`config.mk`:
```
export PLATFORM = sky130hd
export DESIGN_NAME = seven_seg_scan_decoder
export DESIGN_NICKNAME = d
export VERILOG_FILES = /design/src/rtl/seven_seg_pkg.sv /design/src/rtl/seven_seg_scan_decoder_glyph.sv /design/src/rtl/seven_seg_scan_decoder.sv
export SDC_FILE = /design/constraint.sdc
export NUM_CORES = 1
export LEC_CHECK = 0
export CAP_MARGIN = 0
export CORE_MARGIN = 2
export CORE_UTILIZATION = 58
export DETAILED_ROUTE_END_ITERATION = 10
export PLACE_DENSITY = 0.9
export SLEW_MARGIN = 20
export SYNTH_ARGS = -nofsm -noshare
export SYNTH_HDL_FRONTEND = slang
export SYNTH_HIERARCHICAL = 1
export SYNTH_SLANG_ARGS = --single-unit
```
`constraint.sdc`:
```
create_clock -name clk -period 2.7 [get_ports clk]
set_input_delay 0.54 -clock clk [delete_from_list [all_inputs] [get_ports clk]]
set_output_delay 0.54 -clock clk [all_outputs]
set_load 0.02 [all_outputs]
```
`src/rtl/seven_seg_pkg.sv`:
```
// Shared seven-segment definitions: glyph table, blank pattern, scan FSM states.
// Used by both the display driver and the scan decoder.
package seven_seg_pkg;

  localparam logic [6:0] BLANK_SEGS = 7'h00;

  // Lit-high {g,f,e,d,c,b,a}; entry i is the glyph for hex digit i
  localparam logic [15:0][6:0] GLYPHS = {
    7'h71, 7'h79, 7'h5E, 7'h39,
    7'h7C, 7'h77, 7'h6F, 7'h7F,
    7'h07, 7'h7D, 7'h6D, 7'h66,
    7'h4F, 7'h5B, 7'h06, 7'h3F
  };

  typedef enum logic [1:0] {
    IDLE,
    SETTLE,
    HOLD
  } scan_state_t;

  function automatic logic [6:0] glyph_of(input logic [3:0] v);
    return GLYPHS[v];
  endfunction

endpackage

```
`src/rtl/seven_seg_scan_decoder_glyph.sv`:
```
// Combinational reverse lookup of a lit-high segment pattern
// into its hex value, with match and all-dark flags.
module seg_glyph_decode
  import seven_seg_pkg::*;
(
  input  logic [6:0] segs,
  output logic [3:0] value,
  output logic       match,
  output logic       blank
);

  always_comb begin
    value = 4'h0;
    match = 1'b0;
    blank = (segs == BLANK_SEGS);
    for (int i = 0; i < 16; i++) begin
      if (segs == GLYPHS[i]) begin
        value = 4'(i);
        match = 1'b1;
      end
    end
  end

endmodule

```
`src/rtl/seven_seg_scan_decoder.sv`:
```
// Rebuilds four hex digits and dots from multiplexed
// active-low seven-segment anode/cathode lines.
module seven_seg_scan_decoder
  import seven_seg_pkg::*;
#(
  parameter int SYNC_STAGES    = 2,
  parameter int SETTLE_CYCLES  = 16,
  parameter int TIMEOUT_CYCLES = 1000000
) (
  input  logic       clk,
  input  logic       rst,
  input  logic       an3,
  input  logic       an2,
  input  logic       an1,
  input  logic       an0,
  input  logic       ca,
  input  logic       cb,
  input  logic       cc,
  input  logic       cd,
  input  logic       ce,
  input  logic       cf,
  input  logic       cg,
  input  logic       dp,
  output logic [3:0] val3,
  output logic [3:0] val2,
  output logic [3:0] val1,
  output logic [3:0] val0,
  output logic       dot3,
  output logic       dot2,
  output logic       dot1,
  output logic       dot0,
  output logic [3:0] blank,
  output logic       frame_done,
  output logic       seg_err,
  output logic       stale
);

  localparam int SW = $clog2(SETTLE_CYCLES + 1);
  localparam int TW = $clog2(TIMEOUT_CYCLES + 1);
  localparam logic [SW-1:0] SMAX = SW'(SETTLE_CYCLES);
  localparam logic [TW-1:0] TMAX = TW'(TIMEOUT_CYCLES);

  logic [11:0] raw;
  logic [11:0] sync;

  assign raw = {dp, cg, cf, ce, cd, cc, cb, ca,
                an3, an2, an1, an0};

  generate
    if (SYNC_STAGES == 0) begin : g_direct
      assign sync = raw;
    end else begin : g_sync
      for (genvar b = 0; b < 12; b++) begin : g_bit
        logic [SYNC_STAGES-1:0] chain;
        always_ff @(posedge clk) begin
          if (rst) begin
            chain <= '0;
          end else begin
            chain[0] <= raw[b];
            for (int s = 1; s < SYNC_STAGES; s++)
              chain[s] <= chain[s-1];
          end
        end
        assign sync[b] = chain[SYNC_STAGES-1];
      end
    end
  endgenerate

  logic [3:0] an;
  logic [7:0] cath;
  logic [1:0] idx;
  logic       valid;

  assign an   = sync[3:0];
  assign cath = sync[11:4];

  always_comb begin
    idx   = 2'd0;
    valid = 1'b1;
    unique case (1'b1)
      (an == 4'b1110): idx = 2'd0;
      (an == 4'b1101): idx = 2'd1;
      (an == 4'b1011): idx = 2'd2;
      (an == 4'b0111): idx = 2'd3;
      default:         valid = 1'b0;
    endcase
  end

  scan_state_t    state;
  logic [SW-1:0]  scnt;
  logic [TW-1:0]  tcnt;
  logic [1:0]     lat_idx;
  logic [7:0]     lat_cath;
  logic [3:0]     sh_val [4];
  logic [3:0]     sh_dot;
  logic [3:0]     sh_blank;
  logic [3:0]     seen;
  logic [3:0]     vals [4];
  logic [3:0]     dots;

  logic [3:0] dec_val;
  logic       dec_match;
  logic       dec_blank;
  logic       changed;

  seg_glyph_decode u_dec (
    .segs  (~lat_cath[6:0]),
    .value (dec_val),
    .match (dec_match),
    .blank (dec_blank)
  );

  assign changed = (idx != lat_idx) || (cath != lat_cath);

  always_ff @(posedge clk) begin
    if (rst) begin
      state      <= IDLE;
      scnt       <= '0;
      tcnt       <= '0;
      lat_idx    <= 2'd0;
      lat_cath   <= 8'h00;
      sh_dot     <= 4'h0;
      sh_blank   <= 4'h0;
      seen       <= 4'h0;
      dots       <= 4'h0;
      blank      <= 4'h0;
      frame_done <= 1'b0;
      seg_err    <= 1'b0;
      stale      <= 1'b0;
      for (int i = 0; i < 4; i++) begin
        sh_val[i] <= 4'h0;
        vals[i]   <= 4'h0;
      end
    end else begin
      frame_done <= 1'b0;

      // Frame copy runs one cycle after the completing capture
      if (seen == 4'hF) begin
        for (int i = 0; i < 4; i++)
          vals[i] <= sh_val[i];
        dots       <= sh_dot;
        blank      <= sh_blank;
        frame_done <= 1'b1;
        seen       <= 4'h0;
        stale      <= 1'b0;
      end

      unique case (state)
        IDLE: begin
          if (valid) begin
            state    <= SETTLE;
            scnt     <= SW'(1);
            lat_idx  <= idx;
            lat_cath <= cath;
            tcnt     <= '0;
          end else if (tcnt != TMAX) begin
            tcnt <= tcnt + 1'b1;
            if (tcnt == TMAX - 1'b1)
              stale <= 1'b1;
          end
        end
        SETTLE: begin
          if (!valid) begin
            state <= IDLE;
          end else if (changed) begin
            scnt     <= SW'(1);
            lat_idx  <= idx;
            lat_cath <= cath;
          end else if (scnt >= SMAX) begin
            state             <= HOLD;
            sh_val[lat_idx]   <= dec_val;
            sh_dot[lat_idx]   <= ~lat_cath[7];
            sh_blank[lat_idx] <= dec_blank & lat_cath[7];
            seen[lat_idx]     <= 1'b1;
            if (!dec_match && !dec_blank)
              seg_err <= 1'b1;
          end else begin
            scnt <= scnt + 1'b1;
          end
        end
        HOLD: begin
          if (!valid) begin
            state <= IDLE;
          end else if (changed) begin
            state    <= SETTLE;
            scnt     <= SW'(1);
            lat_idx  <= idx;
            lat_cath <= cath;
          end
        end
        default: state <= IDLE;
      endcase
    end
  end

  assign val3 = vals[3];
  assign val2 = vals[2];
  assign val1 = vals[1];
  assign val0 = vals[0];
  assign dot3 = dots[3];
  assign dot2 = dots[2];
  assign dot1 = dots[1];
  assign dot0 = dots[0];

endmodule

```
### Yosys cells after proc, flatten, opt, wreduce, memory -nomap -nowiden

Memories as Yosys holds them, arrays and structs flattened.
Cells that the tools add are included.

* add/subtract/negate cells: 2
* magnitude comparators: 3
* eq/ne operators: 37
* muxes and demuxes: 90
* bitwise gates (word level): 9
* reductions and logical operators: 19

Operator list (number)
* equality test 7 bit (second input constant): 12
* two-way mux 4 bit: 19
* two-way mux 20 bit: 2
* two-way mux 1 bit: 36
* two-way mux 5 bit: 6
* two-way mux 2 bit: 12
* two-way mux 8 bit: 3
* adder 20 x 1 -> 20 bit (second input constant): 1
* equality test 20 bit (second input constant): 1
* != test 20 bit (second input constant): 1
* equality test 4 bit (second input constant): 4
* case mux 8 bit (2 select lines): 1
* case mux 5 bit (3 select lines): 1
* equality test 7 x 3 -> 1 bit (second input constant): 2
* equality test 7 x 6 -> 1 bit (second input constant): 2
* two-way mux 3 bit: 4
* != test 3 bit (second input constant): 4
* case mux 2 bit (3 select lines): 2
* AND reduction 4 bit: 3
* bitwise mux 4 bit: 2
* != test 2 bit (second input constant): 4
* != test 8 bit: 1
* OR reduction 4 bit: 2
* logical NOT 7 bit: 1
* 26 further kinds: 34

* register bits: 84
* memory bits (writable): 32
* bits of input ports: 14
* output and inout port bits: 27
* logic and storage cells: 187
* memories: 2

Memories
* sh_val: words 4, width 4, read ports 4, clocked after Yosys merged registers in 0, write ports 4, RTL line seven_seg_scan_decoder.sv:94 `logic [3:0] sh_val [4];`
* vals: words 4, width 4, read ports 4, clocked after Yosys merged registers in 0, write ports 4, RTL line seven_seg_scan_decoder.sv:98 `logic [3:0] vals [4];`

### Depth between registers and ports, before layout

* word-level depth: 21
* mapped depth: 9
* depth with buffers taken out: 8

### Cells and area by module

Netlist, hierarchy kept.

Modules (own cells, without submodules)
* seven_seg_scan_decoder: instances 1, cells each 478, area an instance 4723.3 um^2, sequential area each 2642.5 um^2
* seg_glyph_decode: instances 1, cells each 63, area an instance 391.6 um^2, sequential area each 0.0 um^2

### Least setup slack after synthesis

Ideal clock, no wire load.

* kind: register to register
* from: register lat_cath[6]
* to: memory sh_val[2][0] (enable)
* setup time: 0.308 ns
* arrival time: 2.175 ns
* required time: 2.392 ns
* path slack: 0.218 ns
* cell stages (with the launch flop): 9
* path buffers: 2
* clock period less this slack: 2.482 ns
* cell sequence: dfxtp_1 > xor2_1 > nor4_1 > nand4b_2 > or4_1 > buf_2 > or3_1 > clkbuf_1 > nand2_1

RTL lines
* start: declaration: RTL line seven_seg_scan_decoder.sv:93 `logic [7:0] lat_cath;`
* start signal: assignment: RTL line seven_seg_scan_decoder.sv:154 `lat_cath <= cath;`
* start signal: assignment: RTL line seven_seg_scan_decoder.sv:168 `lat_cath <= cath;`
* start signal: assignment: RTL line seven_seg_scan_decoder.sv:188 `lat_cath <= cath;`
* end: declaration: RTL line seven_seg_scan_decoder.sv:94

==> summary.md <==
| Metric | Value |
|---|---|
| DRC viols | 0 |
| Area of the core | 0.00864 sq mm |
| Num rows | 34 |
| Power Dens Cells | 707 mW/mm^2 |
| Met1 Use GR | 29.2% |
| Share of cells above drive strength 1 | 10.3% |
| Startpoint types | register |
| Top FF cell, synth | dfxtp_1 |
| Status | finished, final reports clean |
| Post-DP HPWL | 7420 microns |
| Root buffer cell | clkbuf_8 |
| Detail Route Antenna Nets | 0 |
| Max-Cap Viols | 0 |
| Post-DR vias/cell | 6.07 |
| Drt pass-1 iters | 5 |
| Clk buf depth | 2 |
| RSZ-0062 raised after global routing | no |
| Initial antenna violation count | 0 |
| Util after Layout | 72.4% |
| Net Count, Synth | 563 |
| Synthesized area per cell | 9.45 sq um |
| Routed WL | 11900 microns |
| Worst path cell trace | xor2_1 > and2_2 > o21ai_2 > or4_4 > or3_1 > nand2_1 |
| Synth async-reset ratio | 0% |
| Setup CP Type | register to register |
| Grt ovf | 0 |
| PortBufs | 40 |
| CTS tree | done |
| DR WL/cell | 16.8 microns |
| Met3 Use GR | 7.02% |
| Die height | 97.9 microns |
| Achievable Freq | 399 MHz |
| Sw frac | 22.3% |
| Total Power | 0.00442 W |
| First-pass GRT wire length | 19700 microns |
| Fin Setup TNS | 0 ns |
| Clock slew at reported path FFs | 0.06 ns |
| Final hold vios | 0 |
| Iter 0 DRT Violations | 426 |
| I/O pins | 41 |
| EDFF count, synth | 32 |
| N_diodes | 0 |
| Seq/Total Area, Yosys | 51.7% |
| Hold Crit Start | g_sync.g_bit[4].chain[0] |
| CP max stage cell | or4_4 |
| Post-synth cell types | 53 |
| Leak Pwr | 2.51 nW |
| Vias | 4295 |
| Endpoints failing setup | 0 |
| H-tree depth | 4 |
| Fill count | 572 |
| Layout Nets | 609 |
| Gr busiest metal | met2 |
| Post-CTS Setup Inserts | 0 |
| Worst slew margin | 45.3% |
| Pin count of the biggest net entering global routing | 38 |
| Clock share of power | 52.7% |
| Max VDD drop | 0.471 mV |
| CP Launch Point | g_sync.g_bit[2].chain[1] |
| Met2 usage | 44.6% |
| RR Startpoint | g_sync.g_bit[2].chain[1] |
| Clk_skew | 0.0105 ns |
| Reg power frac | 42.1% |
| Combinational share of power | 5.3% |
| Period utilization | 92.8% |
| Hold_buf cts | 0 |
| Die Wd | 97.9 microns |
| Mapped Cells | 541 |
| TritonCTS sink count | 116 |
| Die area | 0.00959 sq mm |
| Commonest cells after routing, fill and taps aside | dfxtp_1 (84), nand2_1 (60), nor2_1 (45) |
| GPL Wtd Cong | 0.871 |
| Vias in the first global route | 4126 |
| Worst slew pin tran | 0.818 ns |
| Worst-skew pair later-pin latency | 0.52 ns |
| Max Transition Viols Final | 0 |
| Commonest non-fill, non-tap cell in the layout | dfxtp_1 |
| Sw power | 0.000987 W |
| Synthesis Warnings | 6 |
| CTS buffer count | 17 |
| Crit path max fanout | 9 |
| GRT Total Usage | 25.8% |
| Starting Density | 59.2% |
| Worst path max stage delay | 0.61 ns |
| Worst EP required | 2.92 ns |
| Setup crit end kind | register |
| Pint | 0.00343 W |
| Hold/Removal Path Class | register to register |
| Synth Register Bits | 116 |
| Worst Path Arrival | 2.72 ns |
| Growth of design area from synthesis to finish | 22.3% |
| Fin crit period | 2.51 ns |
| Mapped cell area | 0.00511 sq mm |
[synth_stat cells, drive strengths merged, types with 4 or more instances]
cell | count | area (sq um)
or3 | 18 | 113
edfxtp | 32 | 961
a31oi | 4 | 25.0
and2 | 4 | 26.3
nor3 | 5 | 25.0
nand4b | 4 | 41.3
nor2b | 25 | 156
nand3 | 14 | 70.1
mux2i | 18 | 180
clkbuf | 19 | 71.3
nand2b | 4 | 25.0
o21ai | 24 | 124
ha | 8 | 100
nor4 | 10 | 62.6
nand4 | 12 | 75.1
nand2 | 60 | 225
dfxtp | 84 | 1680
buf | 9 | 61.3
a21oi | 34 | 170
xor2 | 15 | 131
o311ai | 4 | 35.0
and3 | 22 | 138
nor2 | 45 | 169
inv | 26 | 97.6
[state kept, by name, indices dropped and copies added, names as in the netlist, 2 cells and up]
register	cells
lat_idx	2
g_sync.g_bit.chain	24
sh_val	16
vals	16
blank	4
sh_dot	4
dots	4
tcnt	20
seen	4
scnt	5
state	2
sh_blank	4
lat_cath	8
[cells by family (layout without fill, tap and decap cells)]
family,Yosys count,in the layout,synth area share (%)
compound gates,88,88,10.6
mux,19,19,3.74
xor+xnor,18,18,3.08
flops,116,116,51.7
fa+ha+maj,8,8,1.96
simple gates,238,238,24.5
buf+inv,54,113,4.50
[per-layer routing]
layer  vias to the layer above  share of wire [%]
met5                         -                  0
met4                         0                3.3
met3                        42                6.8
met2                       236                 51
met1                      2009                 39
li1                       2008                  -
[metrics by stage]
step	hold WS (ns)	setup slack (ns)	instance area, sq um	cells
5_1_grt	0.459	0.0799	6250	708
6_report	0.435	0.195	6250	708
2_1_floorplan	0.414	0.218	5110	541
4_1_cts	0.438	0.0930	6250	708
3_5_place_dp	0.423	0.139	5630	676
3_3_place_gp	0.419	0.244	5630	676
[path summary, 6_finish.rpt]
path / depth (start not counted) / slack [ns] / to
min: 1 / 0.43 / g_sync.g_bit[4].chain[1]
max reg2reg: 6 / 0.19 / sh_val[0][2]
max: 6 / 0.19 / sh_val[0][2]
min reg2reg: 1 / 0.43 / g_sync.g_bit[4].chain[1]
[power by group through the flow]
stage          registers (W)  clock network, W  logic (W)
2_1_floorplan        0.00190                 0   0.000134
3_3_place_gp         0.00189                 0   0.000213
3_5_place_dp         0.00190                 0   0.000226
4_1_cts              0.00186           0.00235   0.000229
5_1_grt              0.00186           0.00243   0.000252
6_report             0.00186           0.00233   0.000232
[repair_timing]
item                       CTS  global route
setup endpoints to repair    0            13
gates resized for setup      0             1
hold endpoints to repair     0             0
[final cells by class]
cell class / instances / area, sq um / share of cell area, %
well taps: 108 / 135 / 2.16
clock buffers: 17 / 414 / 6.62
clock inverters: 15 / 203 / 3.24
flip-flops and latches: 116 / 2640 / 42.3
multi-input cells: 371 / 2250 / 36.0
repair buffers: 55 / 508 / 8.12
inverters: 26 / 97.6 / 1.56
[worst max-delay path: cells and delay by family, from the launching register on]
| kind | cells | cell delay [ns] |
|---|---|---|
| DFF | 1 | 0.40 |
| xor gates and xnor gates | 1 | 0.29 |
| and+or+nand+nor | 4 | 1.39 |
| AOI/OAI and AO/OA | 1 | 0.11 |
Note: power is estimated with default switching activity, not from simulation.
